## config.mk

```make
export PLATFORM = sky130hd
export DESIGN_NAME = sprite_nav_fsm
export DESIGN_NICKNAME = d
export VERILOG_FILES = /design/src/rtl/sprite_nav_fsm.sv
export SDC_FILE = /design/constraint.sdc
export NUM_CORES = 1
export LEC_CHECK = 0
export ABC_CLOCK_PERIOD_IN_PS = 4100
export BUFFER_PORTS_ARGS = -buffer_cell sky130_fd_sc_hd__buf_2
export CORE_ASPECT_RATIO = 0.6
export CORE_MARGIN = 3
export CORE_UTILIZATION = 52
export CTS_CLUSTER_SIZE = 10
export DETAILED_ROUTE_END_ITERATION = 10
export PLACE_DENSITY = 0.72
export SYNTH_ARGS = -nofsm -noshare
export SYNTH_HDL_FRONTEND = slang
export SYNTH_SLANG_ARGS = --single-unit
```

## constraint.sdc

```tcl
create_clock -name clk -period 4.1 [get_ports clk]
set_clock_uncertainty 0.15 [all_clocks]
set_input_delay 0.41 -clock clk [delete_from_list [all_inputs] [get_ports clk]]
set_output_delay 0.41 -clock clk [all_outputs]
set_load 0.05 [all_outputs]
```

## src/rtl/sprite_nav_fsm.sv

```systemverilog
// sprite_nav_fsm: a single-sprite frame controller. Once per frame it erases
// the sprite, decodes a direction key, clamps the candidate position to the
// play field, checks the candidate against the obstacle memory, moves if the
// cell is clear, redraws the sprite and tests for the win cell.
module sprite_nav_fsm #(
  parameter int XW      = 8,
  parameter int YW      = 7,
  parameter int X_MAX   = 159,
  parameter int Y_MAX   = 119,
  parameter int X_START = 0,
  parameter int Y_START = 0,
  parameter int STEP    = 1,
  parameter int TICKS   = 833333,
  parameter int TW      = 20,
  parameter int WIN_X   = 159,
  parameter int WIN_Y   = 119
) (
  input  logic          clk,
  input  logic          reset,
  input  logic [2:0]    key,
  input  logic          obs_hit,
  output logic [XW-1:0] obs_x,
  output logic [YW-1:0] obs_y,
  output logic [XW-1:0] xpos,
  output logic [YW-1:0] ypos,
  output logic          plot,
  output logic          s_color,
  output logic          win,
  output logic [3:0]    state_cur
);

  typedef enum logic [3:0] {
    S_INIT     = 4'd0,
    S_WAIT     = 4'd1,
    S_ERASE    = 4'd2,
    S_READ_KEY = 4'd3,
    S_OBS_ADDR = 4'd4,
    S_OBS_TEST = 4'd5,
    S_UPDATE   = 4'd6,
    S_DRAW     = 4'd7,
    S_CHECK    = 4'd8,
    S_WIN      = 4'd9
  } state_t;

  // Clamp arithmetic is carried one bit wider than the coordinate so that
  // neither the subtract nor the add can wrap.
  localparam logic [XW:0]   STEP_X = (XW+1)'(STEP);
  localparam logic [XW:0]   X_TOP  = (XW+1)'(X_MAX);
  localparam logic [XW:0]   X_LIM  = (XW+1)'(X_MAX - STEP);
  localparam logic [YW:0]   STEP_Y = (YW+1)'(STEP);
  localparam logic [YW:0]   Y_TOP  = (YW+1)'(Y_MAX);
  localparam logic [YW:0]   Y_LIM  = (YW+1)'(Y_MAX - STEP);
  localparam logic [TW-1:0] T_LOAD = TW'(TICKS - 1);

  state_t        state, state_nxt;
  logic [TW-1:0] timer;
  logic          tick;
  logic [XW:0]   xe, nx;
  logic [YW:0]   ye, ny;
  logic          key_move;
  logic          go_obs;
  logic          at_win;
  logic [XW-1:0] cand_x, cx;
  logic [YW-1:0] cand_y, cy;

  assign tick      = (timer == '0);
  assign at_win    = (xpos == XW'(WIN_X)) && (ypos == YW'(WIN_Y));
  assign state_cur = state;

  // Frame timer: free-running down-counter, one tick per TICKS clocks.
  always_ff @(posedge clk or negedge reset) begin
    if (!reset) timer <= T_LOAD;
    else        timer <= tick ? T_LOAD : timer - 1'b1;
  end

  // Key decode and clamped candidate position; a candidate equal to the
  // current position means the sprite is pressed against a wall.
  always_comb begin
    xe       = {1'b0, xpos};
    ye       = {1'b0, ypos};
    nx       = xe;
    ny       = ye;
    key_move = 1'b1;
    case (key)
      3'd1:    nx = (xe < STEP_X) ? '0    : xe - STEP_X;
      3'd2:    nx = (xe > X_LIM)  ? X_TOP : xe + STEP_X;
      3'd3:    ny = (ye < STEP_Y) ? '0    : ye - STEP_Y;
      3'd4:    ny = (ye > Y_LIM)  ? Y_TOP : ye + STEP_Y;
      default: key_move = 1'b0;
    endcase
    go_obs = key_move && !((nx == xe) && (ny == ye));
    cand_x = nx[XW-1:0];
    cand_y = ny[YW-1:0];
  end

  // Next-state logic of the frame sequencer.
  always_comb begin
    state_nxt = state;
    case (state)
      S_INIT:     state_nxt = S_DRAW;
      S_WAIT:     if (tick) state_nxt = S_ERASE;
      S_ERASE:    state_nxt = S_READ_KEY;
      S_READ_KEY: state_nxt = go_obs ? S_OBS_ADDR : S_DRAW;
      S_OBS_ADDR: state_nxt = S_OBS_TEST;
      S_OBS_TEST: state_nxt = obs_hit ? S_DRAW : S_UPDATE;
      S_UPDATE:   state_nxt = S_DRAW;
      S_DRAW:     state_nxt = S_CHECK;
      S_CHECK:    state_nxt = at_win ? S_WIN : S_WAIT;
      S_WIN:      state_nxt = S_WIN;
      default:    state_nxt = S_INIT;
    endcase
  end

  // State register, position/candidate registers and outputs registered
  // from the next state so they line up exactly with state_cur.
  always_ff @(posedge clk or negedge reset) begin
    if (!reset) begin
      state   <= S_INIT;
      xpos    <= XW'(X_START);
      ypos    <= YW'(Y_START);
      cx      <= '0;
      cy      <= '0;
      plot    <= 1'b0;
      s_color <= 1'b0;
      win     <= 1'b0;
      obs_x   <= '0;
      obs_y   <= '0;
    end else begin
      state   <= state_nxt;
      plot    <= (state_nxt == S_ERASE) || (state_nxt == S_DRAW);
      s_color <= (state_nxt == S_DRAW);
      win     <= (state_nxt == S_WIN);
      if (state == S_READ_KEY) begin
        cx <= cand_x;
        cy <= cand_y;
      end
      if (state == S_UPDATE) begin
        xpos <= cx;
        ypos <= cy;
      end
      // Obstacle address: presented from the fresh candidate on entry,
      // then held from the latched copy while obs_hit is sampled.
      if (state_nxt == S_OBS_ADDR) begin
        obs_x <= cand_x;
        obs_y <= cand_y;
      end else if (state_nxt == S_OBS_TEST) begin
        obs_x <= cx;
        obs_y <= cy;
      end else begin
        obs_x <= '0;
        obs_y <= '0;
      end
    end
  end

endmodule

```

[After elaboration in Yosys (flattened, before gate mapping)]
Cells that the tools add are included.
Cells by class
  magnitude comparators: 4
  reduce and logical (&&, ||, !) cells: 9
  eq/ne operators: 22
  multiplexer cells: 17
  add/sub/neg operators: 5
Operators with widths (number)
  case mux 4 bit (9 select lines): 1
  2-to-1 mux 8 bit: 4
  equality test 4 x 3 -> 1 bit (second input constant): 7
  logical NOT 20 bit: 1
  2-to-1 mux 20 bit: 1
  subtractor 20 x 1 -> 20 bit (second input constant): 1
  2-to-1 mux 9 bit: 2
  case mux 9 bit (2 select lines): 1
  case mux 8 bit (2 select lines): 1
  2-to-1 mux 7 bit: 2
  equality test 4 x 2 -> 1 bit (second input constant): 3
  equality test 4 bit (second input constant): 3
  adder 8 x 1 -> 9 bit (second input constant): 1
  equality test 9 x 8 -> 1 bit: 1
  subtractor 8 x 1 -> 9 bit (second input constant): 1
  adder 7 x 1 -> 8 bit (second input constant): 1
  equality test 8 x 7 -> 1 bit: 1
  equality test 8 bit (second input constant): 1
  > comparator 8 bit (second input constant): 1
  less-than comparator 8 x 1 -> 1 bit (second input constant): 1
  2-to-1 mux 4 bit: 2
  subtractor 7 x 1 -> 8 bit (second input constant): 1
  equality test 7 bit (second input constant): 1
  > comparator 7 bit (second input constant): 1
  13 further kinds: 17
Storage, ports and cells
  output and inout bits: 37
  flip-flop bits (word level): 72
  bits of input ports: 6

[Longest topological paths before layout]
Gate-level depths: netlist (run 1).
  depth after elaboration: 12
  mapped depth: 11
  mapped depth without buffers: 9

[Worst setup path after synthesis (run 1)]
No wires, ideal clock.
  path kind: register -> register
  start point: register ypos[1]
  end point: register obs_x[2]
  clock period less this slack: 3.472 ns
  cell stages (with the launch flop): 12
  buffers on the path: 2
  slack: 0.628 ns
  arrival: 3.188 ns
  setup time: 0.134 ns
  cells stage by stage: dfrtp_1 > clkbuf_1 > inv_1 > ha_1 > or3b_1 > o21ai_1 > o22ai_1 > or3_1 > a2111o_1 > nor3_4 > buf_6 > o31ai_1
On the way
  cells in the longest elaborated chain, start to end: 12
  elaborated cells on any way between the ends: 20
RTL lines
  from (decl): RTL line 25  | output logic [YW-1:0] ypos,
  from (signal assigned): RTL line 120  | ypos <= YW'(Y_START);
  from (signal assigned): RTL line 139  | ypos <= cy;
  adder 7 x 1 -> 8 bit (tied with other cells): RTL line 88  | 3'd4: ny = (ye > Y_LIM) ? Y_TOP : ye + STEP_Y;
  2-to-1 mux 8 bit (on tied branches): RTL line 88, 87
  case mux 8 bit (2 select lines): RTL line 84  | case (key)
  equality test 8 x 7 -> 1 bit: RTL line 91  | go_obs = key_move && !((nx == xe) && (ny == ye));
  logical AND 1 bit: RTL line 91
  logical NOT 1 bit: RTL line 91
  logical AND 1 bit: RTL line 91
  2-to-1 mux 2 bit: RTL line 103  | S_READ_KEY: state_nxt = go_obs ? S_OBS_ADDR : S_DRAW;
  case mux 4 bit (9 select lines) (*): RTL line 99  | case (state)
  equality test 4 x 3 -> 1 bit: RTL line 146  | end else if (state_nxt == S_OBS_TEST) begin
  2-to-1 mux 8 bit: RTL line 146
  2-to-1 mux 8 bit (*): RTL line 143  | if (state_nxt == S_OBS_ADDR) begin
  to (signal assigned): RTL line 144  | obs_x <= cand_x;
  to (decl): RTL line 22  | output logic [XW-1:0] obs_x,
Every way passes the cells marked *; elsewhere a longest branch is shown, timed or not.
A chain may end at the register's enable or synchronous reset.

[Worst setup path in the final report (run 1)]
  start point: register ypos[0]
  end point: register obs_y[2]
On the way
  cells in the longest elaborated chain, start to end: 12
  elaborated cells on any way between the ends: 20
RTL lines
  adder 7 x 1 -> 8 bit (tied with other cells): RTL line 88
  2-to-1 mux 8 bit (on tied branches): RTL line 88, 87
  case mux 8 bit (2 select lines): RTL line 84
  equality test 8 x 7 -> 1 bit: RTL line 91
  logical AND 1 bit: RTL line 91
  logical NOT 1 bit: RTL line 91
  logical AND 1 bit: RTL line 91
  2-to-1 mux 2 bit: RTL line 103
  case mux 4 bit (9 select lines): RTL line 99
  equality test 4 x 3 -> 1 bit: RTL line 146
  2-to-1 mux 7 bit: RTL line 146
  2-to-1 mux 7 bit (*): RTL line 143
  to (signal assigned): RTL line 145  | obs_y <= cand_y;
  to (signal assigned): RTL line 148  | obs_y <= cy;
  to (decl): RTL line 23  | output logic [YW-1:0] obs_y,
Marks and branches as above.

==> results.py, run 1 <==
metrics = {
    "status": {
        "status": "complete, no violations",
    },
    "placement": {
        "gp_congestion": 0.959,
        "portBuffers": 42,
        "place_hpwl_mm": 8.13,
        "pre_cts_slack_ns": 0.617,
    },
    "routing": {
        "dr_total_vias": 3919,
        "wl_mm": 11.4,
        "routed_via_density": 6.25,
        "dr.pass1.iters": 5,
        "ant_nets": 0,
        "drtIter0Drc": 507,
        "wl_per_cell_um": 18.2,
        "drc": 0,
    },
    "worst_setup_path": {
        "r2r_setup_slack_ns": 0.50,
        "path_max_fanout": 19,
        "crit_type": "reg -> reg",
        "reg2reg_depth": 10,
        "cp.required_ns": 4.14,
        "cp_data_arrival_time_ns": 3.64,
        "end_kind": "flip-flop",
        "cp-start-kind": "flip-flop",
    },
    "synthesis": {
        "yosysUniqueCellTypes": 65,
        "synth_edf_count": 0,
        "seq_area_frac_synth_pct": 42.3,
        "yosys_warnings": 0,
        "synth_seq_cells": 72,
        "synth-main-ff-cell": "dfrtp_1",
        "synth_top_area_cell": "dfrtp_1",
        "async_reset_ff_share_pct": 100,
        "yosys-top-cells-area": "dfrtp_1 (36%), dfstp_2 (6.7%), o21ai_0 (5.5%)",
        "postSynthCellCount": 487,
        "synth.avg_cell_area_um2": 8.82,
        "synth_top_area_share_pct": 35.5,
        "syn_area_um2": 4300,
        "synth_commonest_cells": "dfrtp_1 (61), nand2_1 (58), o21ai_0 (47), nor2_1 (34), clkbuf_1 (31)",
        "synth.most_common_cell": "dfrtp_1",
        "synth_nets": 500,
    },
    "clock_network": {
        "clk_latency_ns": 0.33,
        "clkTransAtPathRegs_ns": 0.06,
        "cts_root_buf": "clkbuf_16",
        "cts_setup_buffers": 0,
        "cts_made_buffers": 9,
        "cts_tree": "yes",
        "cts_buffer_depth": 2,
        "clock-sinks": 72,
        "htreeDepth": 3,
    },
    "die": {
        "die_w_um": 123,
        "coreArea_um2": 7630,
        "die_area_um2": 9430,
        "io-pin-count": 43,
        "initial_core_util_pct": 56.3,
        "row_count": 24,
        "die_h_um": 76.4,
    },
    "timing": {
        "tns_ns": 0,
        "min_period_ns": 3.60,
        "rsz0062_at_grt": "false",
        "worst_pin_slew_ns": 0.818,
        "slew-limit-headroom_pct": 45.3,
        "hold_violations": 0,
        "post-route-period-util_pct": 87.8,
        "finalMaxSlewViolations": 0,
        "finalWorstSetupSlack_ns": 0.498,
        "clock.fmax_mhz": 278,
        "setup_viol_count_final": 0,
    },
    "global_routing": {
        "grt_use_total_pct": 25.5,
        "grt_pass1_vias": 3738,
        "overflow": 0,
        "antenna_found_initial": 0,
        "grt_pass1_wl_mm": 19.3,
        "grt_max_degree": 29,
    },
    "final_layout": {
        "diodes": 0,
        "areaGrowthSynthToFinish_pct": 13.5,
        "ff_latch_area_um2": 1820,
        "drive_gt1_share_pct": 18.9,
        "finalNetCount": 531,
        "multi_input_area_um2": 2310,
        "nFillCells": 664,
    },
    "power_and_ir_drop": {
        "combinationalPowerShare_pct": 39.6,
        "leakage_nw": 2.10,
        "peakVddDrop_uv": 555,
        "p_sw_mw": 1.26,
        "intPower_mw": 1.62,
        "powerDensity_nw_per_um2": 590,
        "power_frac_seq_pct": 35.6,
        "p_sw_share_pct": 43.8,
        "clockPowerShare_pct": 24.8,
    },
    "run": {
        "maxCapViolations": 0,
    },
    "worst_hold_path": {
        "holdCritPathClass": "reg -> reg",
        "min_path_cells": 1,
    },
}
[power by group through the flow]
stage	Sequential (mW)	Clock, mW	Combinational (mW)
after floorplan	1.15	0	0.692
after global placement	1.02	0	1.11
after detailed placement	1.02	0	1.12
after CTS	1.02	0.726	1.13
after global routing	1.05	0.761	1.24
final	1.02	0.714	1.14
[cell type report]
class                           instances  area share (%)
Multi-Input combinational cell        369            47.4
Sequential cell                        72            37.2
Timing Repair Buffer                   54            6.21
Clock inverter                          1           0.103
Clock buffer                           15            5.49
Inverter                               12           0.923
Tap cell                              104            2.67
[path summary, 6_finish.rpt]
kind	to	start
worst min-delay path	timer[4]$_DFF_PN1_	timer[4]$_DFF_PN1_
worst min register to register	timer[4]$_DFF_PN1_	timer[4]$_DFF_PN1_
max in group asynchronous	plot$_DFF_PN0_	reset
worst max-delay path	obs_y[2]$_DFF_PN0_	ypos[0]$_DFFE_PN0P_
min in group asynchronous	timer[3]$_DFF_PN0_	reset
worst max register to register	obs_y[2]$_DFF_PN0_	ypos[0]$_DFFE_PN0P_
[metal layers]
metal  global-route usage, %  part of all wire [%]  vias up
met5                       0                     0        -
met3                    6.75                   9.0       13
met4                    8.18                   1.0        0
met2                    33.7                    41      190
li1                        -                     -     1851
met1                    39.7                    49     1865
[critical path, cell delays in order (launching register included)]
cell and delay (ns):
dfrtp_1 0.47, inv_1 0.23, ha_1 0.33, or3b_1 0.42, o21ai_1 0.35, o22ai_1 0.17
or3_1 0.33, a2111o_1 0.46, nor3_4 0.17, buf_4 0.26, o31ai_1 0.12
[per-stage QoR]
| stage | std cells | power (mW) | area [um^2] | utilization (%) | hold slack, ns |
|---|---|---|---|---|---|
| final | 627 | 2.88 | 4880 | 64.0 | 0.353 |
| after floorplan | 487 | 1.85 | 4300 | - | -0.0356 |
| after CTS | 627 | 2.87 | 4880 | 64.0 | 0.350 |
| after global placement | 610 | 2.13 | 4600 | 60.3 | 0.305 |
| after global routing | 627 | 3.04 | 4880 | 64.0 | 0.371 |
| after detailed placement | 610 | 2.14 | 4600 | 60.3 | 0.317 |
[cell usage in the layout (no fill, tap or decap), types with 11 or more instances in the layout]
master    n
or3_1    12
o21ai_0  47
nand2_1  58
nor3_1   17
o31ai_1  15
dfstp_2  11
nor2_1   34
buf_2    42
dfrtp_1  61
a21oi_1  24
buf_4    11
inv_1    12
[cells by family after synthesis]
| logic type | Yosys count | synth area share [%] |
|---|---|---|
| XOR/XNOR | 17 | 3.47 |
| AO/OA/AOI/OAI | 137 | 20.7 |
| AND/OR/NAND/NOR | 197 | 24.5 |
| buffers and inverters | 46 | 4.22 |
| adder cells (fa/ha/maj) | 7 | 2.04 |
| flip-flops | 72 | 42.3 |
| multiplexers | 11 | 2.82 |
[registers in the layout, indices dropped and copies added, names as in the netlist]
register,flops
state_cur,4
plot,1
cx,8
ypos,7
obs_y,7
s_color,1
timer,20
xpos,8
cy,7
obs_x,8
win,1
[repair_timing]
item	in CTS	in global routing
hold endpoints to repair	15	0
resized for setup	0	0
hold buffers	1	0
Power figures use the tool's default switching activity.
==> run 2: changes to the inputs <==
--- a/config.mk
+++ b/config.mk
@@ -5,9 +5,9 @@
 export SDC_FILE = /design/constraint.sdc
 export NUM_CORES = 1
 export LEC_CHECK = 0
-export ABC_CLOCK_PERIOD_IN_PS = 4100
+export ABC_CLOCK_PERIOD_IN_PS = 4000
 export BUFFER_PORTS_ARGS = -buffer_cell sky130_fd_sc_hd__buf_2
-export CORE_ASPECT_RATIO = 0.6
+export CORE_ASPECT_RATIO = 2
 export CORE_MARGIN = 3
 export CORE_UTILIZATION = 52
 export CTS_CLUSTER_SIZE = 10
==> constraint.sdc (replaced) <==
create_clock -name clk -period 4 [get_ports clk]
set_clock_uncertainty 0.15 [all_clocks]
set_input_delay 0.4 -clock clk [delete_from_list [all_inputs] [get_ports clk]]
set_output_delay 0.4 -clock clk [all_outputs]
set_load 0.05 [all_outputs]
==> run 2 against run 1 <==
Effect of this change:
- global-route usage up 0.53 points
- cell area grew 1.0%
- critical endpoint is now obs_x[4]$_DFF_PN0_
- highest routed layer unchanged
- sequential cell count unchanged
- power rose by 10%
- largest power group unchanged
- critical path depth did not move
- sequential share of layout area down 0.37 points
==> results.py, run 2 (synthesized netlist as in run 1, its figures left out) <==
metrics = {
    "status": {
        "status": "complete, no violations",
    },
    "clock_network": {
        "cts_setup_buffers": 0,
        "cts_made_buffers": 9,
        "cts_buffer_depth": 2,
        "clkTransAtPathRegs_ns": 0.06,
        "clock-sinks": 72,
        "cts_resized": 0,
        "htreeDepth": 3,
        "cts_tree": "yes",
        "clk_latency_ns": 0.33,
        "cts_root_buf": "clkbuf_16",
    },
    "power_and_ir_drop": {
        "combinationalPowerShare_pct": 37.2,
        "powerDensity_nw_per_um2": 643,
        "power_frac_seq_pct": 33.2,
        "leakage_nw": 2.12,
        "p_sw_mw": 1.33,
        "peakVddDrop_uv": 313,
        "p_sw_share_pct": 42.1,
        "intPower_mw": 1.83,
        "clockPowerShare_pct": 29.6,
    },
    "die": {
        "die_w_um": 70.3,
        "row_count": 46,
        "die_area_um2": 9460,
        "io-pin-count": 43,
        "initial_core_util_pct": 53.7,
        "coreArea_um2": 8000,
        "die_h_um": 135,
    },
    "worst_setup_path": {
        "path_max_fanout": 19,
        "end_kind": "flip-flop",
        "crit_type": "reg -> reg",
        "reg2reg_from": "ypos[1]$_DFFE_PN0P_",
        "crit_path_top_delay_cell": "dfrtp_1",
        "critical_path_buf_inv_count": 2,
        "path_delay_family": "compound AO/OA/AOI/OAI gates",
        "setup.worst_path.start": "ypos[1]$_DFFE_PN0P_",
        "cp_cell_sequence": "inv_1 -> ha_1 -> or3b_1 -> o21ai_1 -> o22ai_1 -> or3_1 -> a2111o_1 -> nor3_4 -> buf_4 -> o31ai_1",
        "cp-start-kind": "flip-flop",
        "cp_slowest_stage_delay_ns": 0.52,
        "cp.required_ns": 4.04,
        "cp_data_arrival_time_ns": 3.56,
    },
    "routing": {
        "drc": 0,
        "wl_mm": 11.9,
        "wl_per_cell_um": 19.3,
        "dr.pass1.iters": 5,
        "dr_total_vias": 4004,
        "ant_nets": 0,
        "drtIter0Drc": 415,
        "routed_via_density": 6.50,
    },
    "timing": {
        "hold_violations": 0,
        "clock.fmax_mhz": 284,
        "setup_viol_count_final": 0,
        "finalMaxSlewViolations": 0,
        "whs_ns": 0.349,
        "rsz0062_at_grt": "false",
        "min_period_ns": 3.52,
        "post-route-period-util_pct": 88.0,
        "slew-limit-headroom_pct": 47.9,
        "tns_ns": 0,
        "worst_pin_slew_ns": 0.780,
    },
    "global_routing": {
        "grt_pass1_wl_mm": 19.8,
        "grt_max_degree": 45,
        "antenna_found_initial": 0,
        "overflow": 0,
        "grt_use_total_pct": 26.0,
        "grt_pass1_vias": 3927,
    },
    "final_layout": {
        "diodes": 0,
        "finalNetCount": 528,
        "regMostFlops": "timer",
        "final_cell_mix": "dfrtp_1 (61), nand2_1 (58), o21ai_0 (47)",
        "multi_input_area_um2": 2310,
        "layout_commonest_cell": "dfrtp_1",
        "drive_gt1_share_pct": 19.2,
        "stdcell_area_um2": 4930,
        "ff_latch_area_um2": 1820,
        "areaGrowthSynthToFinish_pct": 14.7,
        "largest_reg_flops": 20,
        "nFillCells": 690,
    },
    "run": {
        "maxCapViolations": 0,
    },
    "worst_hold_path": {
        "holdCritPathClass": "in -> reg",
        "hp-start": "obs_hit",
    },
    "placement": {
        "dpl-instance-area_um2": 4560,
        "portBuffers": 42,
        "place_hpwl_mm": 8.68,
        "gp_congestion": 0.981,
    },
}
==> run 2: cell types whose count changed in the layout (fill, tap and decap cells not counted), sizes merged <==
cell | before | now
clkinvlp | 0 | 1
clkbuf | 15 | 10
inv | 12 | 13
buf | 53 | 50
bufinv | 0 | 3
==> run 2: metrics by stage <==
stage	instances	setup slack, ns	total power, mW	utilization (%)
floorplan	487	0.528	1.89	-
global placement	599	0.678	2.19	57.0
detailed placement	599	0.564	2.21	57.0
CTS	616	0.560	3.16	61.6
global route	616	0.311	3.33	61.6
finish	616	0.480	3.17	61.6
==> run 2: repair_timing <==
item,CTS,global route
endpoints found under the hold margin,23,0
hold buffers,1,0
endpoints found under the setup margin,0,0
==> run 2: path summary, 6_finish.rpt <==
path	cells past startpoint	slack (ns)	to
worst max-delay path	10	0.48	obs_x[4]$_DFF_PN0_
worst min-delay path	4	0.35	state_cur[0]$_DFF_PN0_
worst max register to register	10	0.48	obs_x[4]$_DFF_PN0_
worst min register to register	2	0.36	cx[3]$_DFFE_PN0P_
max in group asynchronous	3	2.20	obs_y[4]$_DFF_PN0_
min in group asynchronous	2	0.48	timer[0]$_DFF_PN0_
==> run 2: power by group through the flow <==
stage          combinational (mW)  clock [mW]  sequential [mW]
2_1_floorplan               0.710           0             1.18
6_report                     1.18       0.937             1.05
3_3_place_gp                 1.14           0             1.05
3_5_place_dp                 1.16           0             1.05
5_1_grt                      1.27       0.983             1.07
4_1_cts                      1.17       0.946             1.04
==> run 2: worst min-delay path, cell delays in order <==
cell and delay [ns]:
buf_2 0.09, o2bb2ai_1 0.05, a21oi_1 0.13, or3_1 0.12
==> run 2: layout make-up <==
class | count | area share [%]
multi-input cells | 369 | 46.9
flip-flops and latches | 72 | 36.8
repair buffers | 51 | 5.69
clock buffers | 10 | 4.85
well taps | 96 | 2.44
clock inverters | 6 | 2.34
inverters | 12 | 0.914
==> run 2: per-layer routing <==
layer / track usage (%) / wire length (um) / vias up
met3: 3.13 / 721 / 61
met5: 0 / 0 / -
met2: 46.1 / 6240 / 214
li1: - / - / 1841
met4: 13.5 / 569 / 0
met1: 30.2 / 4380 / 1888
==> run 3: changes to the inputs <==
--- a/config.mk
+++ b/config.mk
@@ -9,10 +9,10 @@
 export BUFFER_PORTS_ARGS = -buffer_cell sky130_fd_sc_hd__buf_2
 export CORE_ASPECT_RATIO = 2
 export CORE_MARGIN = 3
-export CORE_UTILIZATION = 52
+export CORE_UTILIZATION = 59
 export CTS_CLUSTER_SIZE = 10
 export DETAILED_ROUTE_END_ITERATION = 10
-export PLACE_DENSITY = 0.72
+export PLACE_DENSITY = 0.8
 export SYNTH_ARGS = -nofsm -noshare
 export SYNTH_HDL_FRONTEND = slang
 export SYNTH_SLANG_ARGS = --single-unit
==> run 3 against run 2 <==
Effect of this change:
- setup slack improved by 0.044 ns
- power is 4.4% lower
- via count down 2.4%
- non-clock buffer count up 4
- largest cell class unchanged
- critical endpoint is now obs_x[2]$_DFF_PN0_
- sequential share of layout area is 0.24 points higher
- wire length is 1.4% lower
- clock power fell by 15%
- cell area decreased by 0.66%
- utilization up 8.4 points
- global-route usage up 3.2 points
- register-to-register slack better by 0.04 ns
==> results.py, run 3 (synthesized netlist as in run 1, its figures left out) <==
metrics = {
    "power_and_ir_drop": {
        "intPower_mw": 1.72,
        "p_sw_mw": 1.31,
        "total_power_mw": 3.03,
        "powerDensity_nw_per_um2": 619,
        "peakVddDrop_uv": 296,
        "combinationalPowerShare_pct": 40.0,
        "leakage_nw": 2.11,
        "clockPowerShare_pct": 26.2,
        "power_frac_seq_pct": 33.8,
        "p_sw_share_pct": 43.3,
    },
    "final_layout": {
        "nFillCells": 539,
        "largest_reg_flops": 20,
        "regMostFlops": "timer",
        "finalNetCount": 532,
        "ff_latch_area_um2": 1820,
        "diodes": 0,
        "multi_input_area_um2": 2310,
        "stdcell_area_um2": 4890,
        "utilization_pct": 70.0,
        "drive_gt1_share_pct": 19.7,
        "areaGrowthSynthToFinish_pct": 13.9,
        "layout_commonest_cell": "dfrtp_1",
        "final_cell_mix": "dfrtp_1 (61), nand2_1 (58), o21ai_0 (47)",
    },
    "global_routing": {
        "grt_use_total_pct": 29.2,
        "grt_pass1_wl_mm": 18.9,
        "grt_max_degree": 43,
        "overflow": 0,
        "grt_util_met2_pct": 53.0,
        "grt.busiest_layer": "met2",
        "antenna_found_initial": 0,
        "grt.met1_usage_pct": 33.8,
        "grt_pass1_vias": 3771,
        "grt_use_met3_pct": 3.01,
    },
    "die": {
        "io-pin-count": 43,
        "initial_core_util_pct": 61.4,
        "row_count": 43,
        "coreArea_um2": 6990,
        "die_area_um2": 8400,
        "die_w_um": 66.3,
        "die_h_um": 127,
    },
    "worst_hold_path": {
        "holdCritPathClass": "in -> reg",
        "hp-start": "obs_hit",
    },
    "timing": {
        "setup_viol_count_final": 0,
        "slew-limit-headroom_pct": 46.9,
        "finalMaxSlewViolations": 0,
        "hold_violations": 0,
        "post-route-period-util_pct": 86.9,
        "worst_pin_slew_ns": 0.794,
        "finalWorstSetupSlack_ns": 0.524,
        "min_period_ns": 3.48,
        "tns_ns": 0,
        "clock.fmax_mhz": 288,
        "rsz0062_at_grt": "false",
    },
    "worst_setup_path": {
        "end_kind": "flip-flop",
        "cp.required_ns": 4.04,
        "reg2reg_from": "ypos[0]$_DFFE_PN0P_",
        "cp_data_arrival_time_ns": 3.52,
        "crit_type": "reg -> reg",
        "cp-start-kind": "flip-flop",
        "path_max_fanout": 19,
        "setup.worst_path.start": "ypos[0]$_DFFE_PN0P_",
    },
    "routing": {
        "dr.pass1.iters": 7,
        "ant_nets": 0,
        "dr_total_vias": 3909,
        "routed_via_density": 6.37,
        "drtIter0Drc": 305,
        "wl_mm": 11.8,
        "drc": 0,
        "wl_per_cell_um": 19.1,
    },
    "clock_network": {
        "cts_made_buffers": 9,
        "cts_root_buf": "clkbuf_16",
        "htreeDepth": 3,
        "cts_resized": 0,
        "clock-sinks": 72,
        "cts_buffer_depth": 2,
        "hold_buffers": 1,
        "clkTransAtPathRegs_ns": 0.06,
        "clk_latency_ns": 0.33,
        "cts_setup_buffers": 0,
        "cts_tree": "yes",
    },
    "run": {
        "maxCapViolations": 0,
    },
    "placement": {
        "portBuffers": 42,
        "pre_cts_slack_ns": 0.564,
        "place_hpwl_mm": 8.46,
        "gp_congestion": 0.953,
        "dpl-instance-area_um2": 4590,
    },
    "status": {
        "status": "complete, no violations",
    },
}
[run 3: layout make-up]
class | instances | area share [%]
inverters | 12 | 0.920
clock inverters | 5 | 1.15
clock buffers | 11 | 4.96
repair buffers | 55 | 6.34
well taps | 90 | 2.30
flip-flops and latches | 72 | 37.1
multi-input cells | 369 | 47.2
[run 3: metal layers]
layer  up-vias  part of all wire (%)  wire length, um
li1       1839                     -                -
met1      1918                    39             4550
met2       124                    55             6420
met3        28                   3.6              423
met4         0                   3.0              351
met5         -                     0                0
[run 3: stage by stage]
| step | instances | hold slack (ns) |
|---|---|---|
| 6_report | 614 | 0.336 |
| 5_1_grt | 614 | 0.368 |
| 2_1_floorplan | 487 | -0.0456 |
| 4_1_cts | 614 | 0.327 |
| 3_5_place_dp | 597 | 0.312 |
| 3_3_place_gp | 597 | 0.299 |
[run 3: power groups by stage]
stage / Combinational (mW) / Clock, mW / Sequential, mW
after floorplan: 0.710 / 0 / 1.18
after global placement: 1.17 / 0 / 1.02
after detailed placement: 1.19 / 0 / 1.03
after CTS: 1.20 / 0.802 / 1.02
after global routing: 1.31 / 0.841 / 1.04
final: 1.21 / 0.794 / 1.02
[run 3: critical path, cell delays in order (launching register included)]
cell and delay, ns:
dfrtp_1 0.48, inv_1 0.20, ha_1 0.29, or3b_1 0.41
o21ai_1 0.33, o22ai_1 0.16, or3_1 0.32, a2111o_1 0.46
nor3_4 0.16, buf_4 0.25, o31ai_1 0.12
[run 3: path summary, 6_finish.rpt]
kind,endpoint,slack (ns),cells after the start
min in group asynchronous,timer[14]$_DFF_PN0_,0.48,2
min,state_cur[0]$_DFF_PN0_,0.34,4
max in group asynchronous,timer[2]$_DFF_PN1_,2.25,3
max reg2reg,obs_x[2]$_DFF_PN0_,0.52,10
max,obs_x[2]$_DFF_PN0_,0.52,10
min reg2reg,obs_x[6]$_DFF_PN0_,0.35,2
